==> config.mk <==
export PLATFORM = sky130hd
export DESIGN_NAME = text_ram_multichannel
export DESIGN_NICKNAME = d
export VERILOG_FILES = /design/src/rtl/text_ram_multichannel_pkg.sv /design/src/rtl/text_ram_multichannel_refresh_tick.sv /design/src/rtl/text_ram_multichannel.sv
export SDC_FILE = /design/constraint.sdc
export NUM_CORES = 1
export LEC_CHECK = 0
export ABC_AREA = 1
export ABC_CLOCK_PERIOD_IN_PS = 2800
export CORE_UTILIZATION = 62
export DETAILED_ROUTE_END_ITERATION = 10
export PLACE_DENSITY = 0.78
export SLEW_MARGIN = 5
export SYNTH_ARGS = -nofsm -noshare
export SYNTH_HDL_FRONTEND = slang
export SYNTH_HIERARCHICAL = 1
export SYNTH_SLANG_ARGS = --single-unit
==> constraint.sdc <==
create_clock -name clk -period 2.8 [get_ports clk]
set_clock_uncertainty 0.1 [all_clocks]
set_input_delay 0.42 -clock clk [delete_from_list [all_inputs] [get_ports clk]]
set_output_delay 0.42 -clock clk [all_outputs]
set_load 0.02 [all_outputs]
==> src/rtl/text_ram_multichannel_pkg.sv <==
// text_ram_multichannel_pkg: ASCII codes, column positions and digit helpers for the channel text rows
package text_ram_multichannel_pkg;
    localparam logic [6:0] SPACE  = 7'h20;
    localparam logic [6:0] DASH   = 7'h2D;
    localparam logic [6:0] DOT    = 7'h2E;
    localparam logic [6:0] CHAR_V = 7'h56;
    localparam logic [6:0] DIGIT0 = 7'h30;
    localparam logic [6:0] QMARK  = 7'h3F;
    localparam logic [4:0] COL_V0    = 5'd0;
    localparam logic [4:0] COL_TENS  = 5'd1;
    localparam logic [4:0] COL_UNITS = 5'd2;
    localparam logic [4:0] COL_SEP   = 5'd4;
    localparam logic [4:0] COL_D3    = 5'd6;
    localparam logic [4:0] COL_DP    = 5'd7;
    localparam logic [4:0] COL_D2    = 5'd8;
    localparam logic [4:0] COL_D1    = 5'd9;
    localparam logic [4:0] COL_D0    = 5'd10;
    localparam logic [4:0] COL_V1    = 5'd12;
    function automatic logic [6:0] bcd_to_ascii(input logic [3:0] d);
        return (d > 4'd9) ? QMARK : DIGIT0 + {3'b000, d};
    endfunction
    function automatic logic [6:0] row_tens(input logic [6:0] n);
        return DIGIT0 + n / 7'd10;
    endfunction
    function automatic logic [6:0] row_units(input logic [6:0] n);
        return DIGIT0 + n % 7'd10;
    endfunction
endpackage

==> src/rtl/text_ram_multichannel_refresh_tick.sv <==
// refresh_tick: free-running prescaler, tick is high during the last count of each window
module refresh_tick #(
    parameter int REFRESH_CYC = 65_000_000
) (
    input  logic clk,
    input  logic rst_n,
    output logic tick
);
    localparam int W = $clog2(REFRESH_CYC);
    localparam logic [W-1:0] LAST = W'(REFRESH_CYC - 1);
    logic [W-1:0] cnt;
    assign tick = cnt == LAST;
    always_ff @(posedge clk or negedge rst_n) begin
        if (!rst_n) cnt <= '0;
        else cnt <= tick ? '0 : cnt + 1'b1;
    end
endmodule

==> src/rtl/text_ram_multichannel.sv <==
// text_ram_multichannel: double-buffered per-channel BCD readings rendered as "Vnn - d.ddd V" ASCII rows
module text_ram_multichannel
    import text_ram_multichannel_pkg::*;
#(
    parameter int NUM_CH      = 13,
    parameter int REFRESH_CYC = 65_000_000,
    parameter int DP_EN       = 1,
    parameter int STALE_DASH  = 1,
    localparam int CW = (NUM_CH > 1) ? $clog2(NUM_CH) : 1
) (
    input  logic          clk,
    input  logic          rst_n,
    input  logic          wr_en,
    input  logic [CW-1:0] wr_ch,
    input  logic [15:0]   wr_bcd,
    input  logic [CW-1:0] text_row,
    input  logic [3:0]    text_col,
    output logic [6:0]    char_code,
    output logic          refresh
);
    logic [15:0] wbank [NUM_CH];
    logic [15:0] dbank [NUM_CH];
    logic [NUM_CH-1:0] fresh, dstale, hit;
    logic tick, row_ok, stale;
    logic [CW-1:0] rd;
    logic [4:0] col;
    logic [6:0] n, ch;
    logic [15:0] bcd;

    refresh_tick #(.REFRESH_CYC(REFRESH_CYC)) u_tick (
        .clk  (clk),
        .rst_n(rst_n),
        .tick (tick)
    );

    always_comb begin
        for (int i = 0; i < NUM_CH; i++) hit[i] = wr_en && (wr_ch == CW'(i));
    end

    assign row_ok = text_row <= CW'(NUM_CH - 1);
    assign rd     = row_ok ? text_row : '0;
    assign bcd    = dbank[rd];
    assign stale  = (STALE_DASH != 0) && dstale[rd];
    assign n      = 7'(rd) + 7'd1;
    // without a decimal point every column from 7 on maps to the next layout slot
    assign col    = {1'b0, text_col} + ((DP_EN == 0 && text_col >= 4'd7) ? 5'd1 : 5'd0);

    always_comb begin
        ch = SPACE;
        if (row_ok) begin
            case (col)
                COL_V0, COL_V1: ch = CHAR_V;
                COL_TENS:       ch = row_tens(n);
                COL_UNITS:      ch = row_units(n);
                COL_SEP:        ch = DASH;
                COL_D3:         ch = stale ? DASH : bcd_to_ascii(bcd[15:12]);
                COL_DP:         ch = DOT;
                COL_D2:         ch = stale ? DASH : bcd_to_ascii(bcd[11:8]);
                COL_D1:         ch = stale ? DASH : bcd_to_ascii(bcd[7:4]);
                COL_D0:         ch = stale ? DASH : bcd_to_ascii(bcd[3:0]);
                default:        ch = SPACE;
            endcase
        end
    end

    // a write landing on the snapshot edge goes straight into the display bank and stays fresh
    always_ff @(posedge clk or negedge rst_n) begin
        if (!rst_n) begin
            for (int i = 0; i < NUM_CH; i++) begin
                wbank[i] <= '0;
                dbank[i] <= '0;
            end
            fresh     <= '0;
            dstale    <= '1;
            refresh   <= 1'b0;
            char_code <= SPACE;
        end else begin
            for (int i = 0; i < NUM_CH; i++) begin
                if (hit[i]) wbank[i] <= wr_bcd;
                if (tick) dbank[i] <= hit[i] ? wr_bcd : wbank[i];
            end
            fresh <= (tick ? '0 : fresh) | hit;
            if (tick) dstale <= ~(fresh | hit);
            refresh   <= tick;
            char_code <= ch;
        end
    end
endmodule

==> run metrics, run 1 <==
status finished clean; drc violations 0; CP endpoint kind register; commonest non-fill, non-tap cell in the layout nand2_1; CTS max path bufs 3; # rows 66; top cells by area, synth dfrtp_1 (55%), nand2_1 (11%), o21ai_0 (9.0%); multiplexer share of the synthesized area 5.97%; sequential area share after synthesis 57.0%; largest family of logic cells by synthesized area simple AND/OR/NAND/NOR gates; CP endpoint char_code[5]; Top Ports 39; Fin. Hold Viols 0; syn nets 2357; DR WL/cell 19.4 um; CTS tree built; vias 16700; chip width 186 um; RSZ-0062 raised after global routing false; maxcap violations 0; most frequent cells in the layout nand2_1 (595), dfrtp_1 (462), o21ai_0 (375); Synth Register Bits 476; fmax 415 MHz; FF-to-FF path depth 9; GR Layer Usage met3 6.12%; Die Height 186 um; Worst-Skew Late Latency 0.61 ns; Die Area 34500 sq um; dominant synthesized flop cell dfrtp_1; Critical Path Source Type primary input; top-area cell type share of the netlist area 55.2%; Finished Cell Area 24100 sq um; Top Usage Layer GRT met2; Vias/cell 5.80; # setup viols final 0; final net count 2425; Routed WL 55600 um; simple logic cell fraction of the synthesized area 18.2%; largest net degree at the start of global routing 80; cts bufs inserted 48; first-pass detailed-route iteration total 5; CP Class primary input to register; worst min path class primary input to async pin; antenna violations before repair 0; number of synthesized flops with an enable pin 0; RR Startpoint u_tick/cnt[0]; max-slew violations 0; CP Launch Point text_row[2]; Avg Inst Size Synth 9.02 sq um; H-Tree Depth 2; Compound-Gate Fraction of Synth Area 11.1%; Post-Syn Instances 2321; Core Region 32900 sq um; vias in the first global route 16500; YS warnings 6; reg-to-reg endpoint dbank[31]; # port buffers 38; Placement Cell Area 22400 sq um; total grt overflow 0; final HPWL from detailed placement 34100 um; worst vdd ir 0.660 mV; n_diodes 0; Post-Syn Area 20900 sq um; leak pwr 0.0119 uW; # clock sinks 476; layout cells sized above 1 15.1%; CP Max Fanout 6; area delta synth->final 15.1%; Yosys cell types 36; synthesized-area fraction occupied by xor and xnor cells 0.544%; asr flop ratio synth 100%; CTS root buffer clkbuf_16; Critical Path RT 3.19 ns; Starting Density 63.7%; Fillers 2437; Arr. time, crit path 2.79 ns; Synth Area in Adders 0.299%; Slew headroom 54.6%; Synth area leader dfrtp_1; DR iter-0 viols 1385; Clock Pin Slew Worst Setup and Hold Paths 0.06 ns; GR Layer Usage met2 52.7%; GPL Wtd Cong 0.863; pwr dens 667 nW/um^2; reg2reg setup slack 0.44 ns; Global Route Usage Sum 33.9%; Finished Core Util 73.3%; Antenna Nets Post-Route 0; Period Utilization, post-route 86.0%; Worst Tran Pin Value 0.681 ns; global-route wire length before repair 88800 um; met1 Use GR 48.5%; Tmin final 2.41 ns
## report_power, final
group | total, uW | leakage (uW) | internal (uW) | switching (uW)
logic | 1690 | 0.00532 | 571 | 1120
registers | 7680 | 0.00574 | 7500 | 186
clock network | 6680 | 0.000809 | 3910 | 2770
total | 16100 | 0.0119 | 12000 | 4080
## kinds of logic (layout without fill, tap and decap cells)
| logic type | count (synthesis) | in the layout |
|---|---|---|
| AND/OR/NAND/NOR | 921 | 921 |
| flip-flops | 476 | 476 |
| AO/OA/AOI/OAI | 453 | 453 |
| buffers and inverters | 342 | 448 |
| multiplexers | 111 | 111 |
| XOR/XNOR | 13 | 13 |
| adder cells (fa/ha/maj) | 5 | 5 |
## synthesized netlist by cell type, types with 4 or more instances
master / count
nand2_1: 600
dfrtp_1: 462
o21ai_0: 376
inv_1: 196
nand3_1: 174
mux2_2: 111
nor2_1: 110
clkbuf_1: 85
a21oi_1: 38
buf_4: 17
o211ai_1: 16
buf_1: 14
dfstp_2: 14
buf_2: 12
buf_6: 10
o21ai_1: 10
nand2_2: 9
o22ai_1: 9
nand4_1: 8
xor2_1: 8
inv_2: 6
nor2_2: 6
ha_1: 5
xnor2_1: 5
nor3_1: 4
## how the worst min path moves through the flow
stage                                 to  slack [ns]  cells after the start
after floorplan             char_code[0]        0.02                      0
after global placement    u_tick/cnt[12]        0.36                      1
after detailed placement  u_tick/cnt[12]        0.36                      1
after CTS                   char_code[5]        0.34                      6
after global routing        char_code[5]        0.39                      6
final                      u_tick/cnt[9]        0.29                      2
## per-layer routing
metal | part of all wire [%] | up-vias
li1 | - | 7654
met1 | 43 | 8234
met2 | 46 | 658
met3 | 7.7 | 108
met4 | 2.6 | 0
met5 | 0 | -
## critical path, stage by stage
cell	delay (ns)
dlymetal6s2s_1	0.21
nand2_8	0.11
nand2_4	0.10
inv_4	0.04
ha_4	0.16
inv_2	0.05
nand2_2	0.05
nand2_2	0.08
nand2_2	0.07
ha_4	0.19
inv_4	0.08
nand3_4	0.07
nand3_2	0.08
nand2_2	0.09
nand4_4	0.08
nand2_1	0.07
nor2_1	0.12
o21ai_1	0.08
ha_1	0.27
nor2_1	0.04
a211oi_1	0.24
nand2_1	0.08
## state kept, by name, summed over array words and instances (netlist names)
register	cells
dbank	208
fresh	13
wbank	208
char_code	7
u_tick/cnt	26
dstale	13
refresh	1
## layout make-up
class / count / area, sq um / share of cell area (%)
Clock buffer: 66 / 1370 / 5.68
Clock inverter: 22 / 293 / 1.22
Inverter: 204 / 783 / 3.25
Multi-Input combinational cell: 1503 / 7650 / 31.8
Sequential cell: 476 / 11900 / 49.5
Tap cell: 442 / 553 / 2.30
Timing Repair Buffer: 156 / 1510 / 6.28
## through the flow
stage               worst slack (ns)  TNS (ns)  instances  hold WS [ns]  total power (uW)
global route                   0.172         0       2869         0.386             16700
detailed placement            -0.555     -2.85       2780         0.362              9460
floorplan                     -0.126    -0.164       2321        0.0244              8750
global placement              -0.480     -2.55       2780         0.358              9360
finish                         0.392         0       2869         0.293             16100
CTS                           0.0211         0       2869         0.338             16100
## repair_timing
| item | in CTS | in global routing |
|---|---|---|
| hold buffers | 1 | 0 |
| hold endpoints to repair | 61 | 0 |
| resized for setup | 0 | 3 |
| buffers inserted | 0 | 0 |
| endpoints found under the setup margin | 0 | 4 |
(Power assumes the default switching activity.)
==> run 2: changes to the inputs <==
--- a/config.mk
+++ b/config.mk
@@ -10,6 +10,7 @@
 export CORE_UTILIZATION = 62
 export DETAILED_ROUTE_END_ITERATION = 10
 export PLACE_DENSITY = 0.78
+export SETUP_SLACK_MARGIN = 0.4
 export SLEW_MARGIN = 5
 export SYNTH_ARGS = -nofsm -noshare
 export SYNTH_HDL_FRONTEND = slang
==> run 2 against run 1 <==
Effect of this change: critical path depth down 13; via count about the same; combinational power hardly changed; power is 1.6% lower; global-route usage shrank 0.85 points; critical endpoint is now dbank[30]; final area shrank 0.19%; highest routed layer unchanged; non-clock buffer count decreased by 9; register-to-register slack better by 0.05 ns; setup slack gained 0.097 ns; sequential share of layout area up 0.095 points; sequential cell count unchanged; clock-buffer cell count up 15.
==> run metrics, run 2 (same netlist as run 1, synthesis figures left out) <==
status finished clean; Layout Cells excl Fill 2862; FF-to-FF path depth 9; leak pwr 0.0118 uW; antenna violations before repair 0; Vias/cell 5.82; CTS root buffer clkbuf_16; area delta synth->final 14.9%; Antenna Nets Post-Route 0; Top Family by Delay on Critical Path simple AND/OR/NAND/NOR gates; Cells after DPL 2769; # rows 66; vias 16600; Fillers 2423; total grt overflow 0; maxcap violations 0; H-Tree Depth 2; fmax 433 MHz; CP endpoint kind register; reg-to-reg endpoint dbank[30]; final net count 2418; pwr dens 657 nW/um^2; Die Area 34500 sq um; Global Route Usage Sum 33.0%; CP Max Fanout 38; Slowest cell on crit path dfrtp_1; Worst-Skew Late Latency 0.56 ns; Period Utilization, post-route 82.5%; Fin. Hold Viols 0; drc violations 0; cts bufs inserted 48; GPL Wtd Cong 0.927; Top Ports 39; global-route wire length before repair 87500 um; CTS tree built; Clock Pin Slew Worst Setup and Hold Paths 0.06 ns; Tmin final 2.31 ns; layout cells sized above 1 14.8%; Routed WL 54900 um; reg2reg setup slack 0.49 ns; # clock sinks 476; Starting Density 63.7%; worst min path class primary input to async pin; Core Region 32900 sq um; Die Height 186 um; chip width 186 um; # port buffers 38; CP max stage delay 0.40 ns; # setup viols final 0; CP Class register to register; Critical Path Source Type register; Finished Cell Area 24000 sq um; DR WL/cell 19.2 um; CTS max path bufs 3; RSZ-0062 raised after global routing true; Slew headroom 63.8%; Critical Path RT 3.13 ns; most frequent cells in the layout nand2_1 (594), dfrtp_1 (462), o21ai_0 (373); Critical path buffers and inverters 3; max-slew violations 0; DR iter-0 viols 1539; largest net degree at the start of global routing 82; vias in the first global route 16400; Arr. time, crit path 2.64 ns; RR Startpoint u_tick/cnt[1]; first-pass detailed-route iteration total 5; final HPWL from detailed placement 33400 um; Worst Tran Pin Value 0.543 ns; critical path cell sequence ha_1 -> inv_1 -> nor2_4 -> nand2_2 -> nor2_2 -> nand2_4 -> clkinv_8 -> buf_16 -> mux2_2; worst vdd ir 0.561 mV; commonest non-fill, non-tap cell in the layout nand2_1; DP Worst Slack -0.559 ns; Worst Slack Setup Final 0.490 ns; n_diodes 0; top flop regs dbank x208, wbank x208, u_tick/cnt x26; Placement Cell Area 22300 sq um
-- run 2: power breakdown --
group / internal, uW / switching, uW / leakage (uW)
combinational: 564 / 1120 / 0.00530
clock: 3800 / 2630 / 0.000794
sequential: 7500 / 186 / 0.00574
total: 11900 / 3940 / 0.0118
-- run 2: cell type report --
type / instances / area [sq um] / area share (%)
tap: 442 / 553 / 2.30
inverter: 204 / 788 / 3.28
timing repair buffer: 147 / 1460 / 6.07
sequential: 476 / 11900 / 49.6
clock inverter: 7 / 82.6 / 0.343
multi-input combinational: 1503 / 7690 / 32.0
clock buffer: 81 / 1530 / 6.35
timing repair inverter: 2 / 17.5 / 0.0729
-- run 2: worst max path at each step --
stage	start	endpoint	slack (ns)	depth (start not counted)
2_1_floorplan	text_row[0]	char_code[5]	-0.13	23
3_3_place_gp	text_row[2]	char_code[5]	-0.48	22
3_5_place_dp	text_row[3]	char_code[5]	-0.56	22
4_1_cts	u_tick/cnt[0]	dbank[175]	0.40	11
5_1_grt	u_tick/cnt[1]	dbank[194]	0.34	11
6_report	u_tick/cnt[1]	dbank[30]	0.49	9
-- run 2: per-layer routing --
metal,part of all wire (%),track usage (%),vias up
li1,-,-,7655
met1,42,47.3,8101
met2,46,51.1,767
met3,9.6,6.34,120
met4,3.0,10.2,0
met5,0,0,-
-- run 2: metrics by stage --
| step | total power, uW | hold WS [ns] | TNS, ns | utilization, % |
|---|---|---|---|---|
| after floorplan | 8750 | 0.0244 | -0.164 | - |
| after global placement | 9340 | 0.312 | -2.53 | 68.0 |
| after detailed placement | 9440 | 0.314 | -2.85 | 68.0 |
| after CTS | 15800 | 0.335 | 0 | 72.9 |
| after global routing | 16400 | 0.348 | 0 | 73.2 |
| final | 15800 | 0.325 | 0 | 73.2 |
-- run 2: timing repair --
action | in CTS | in global routing
buffers inserted | 0 | 2
gates cloned | 0 | 2
hold buffers | 1 | 0
endpoints found under the setup margin | 7 | 137
gates resized for setup | 11 | 19
endpoints found under the hold margin | 48 | 0
pin swaps | 1 | 6
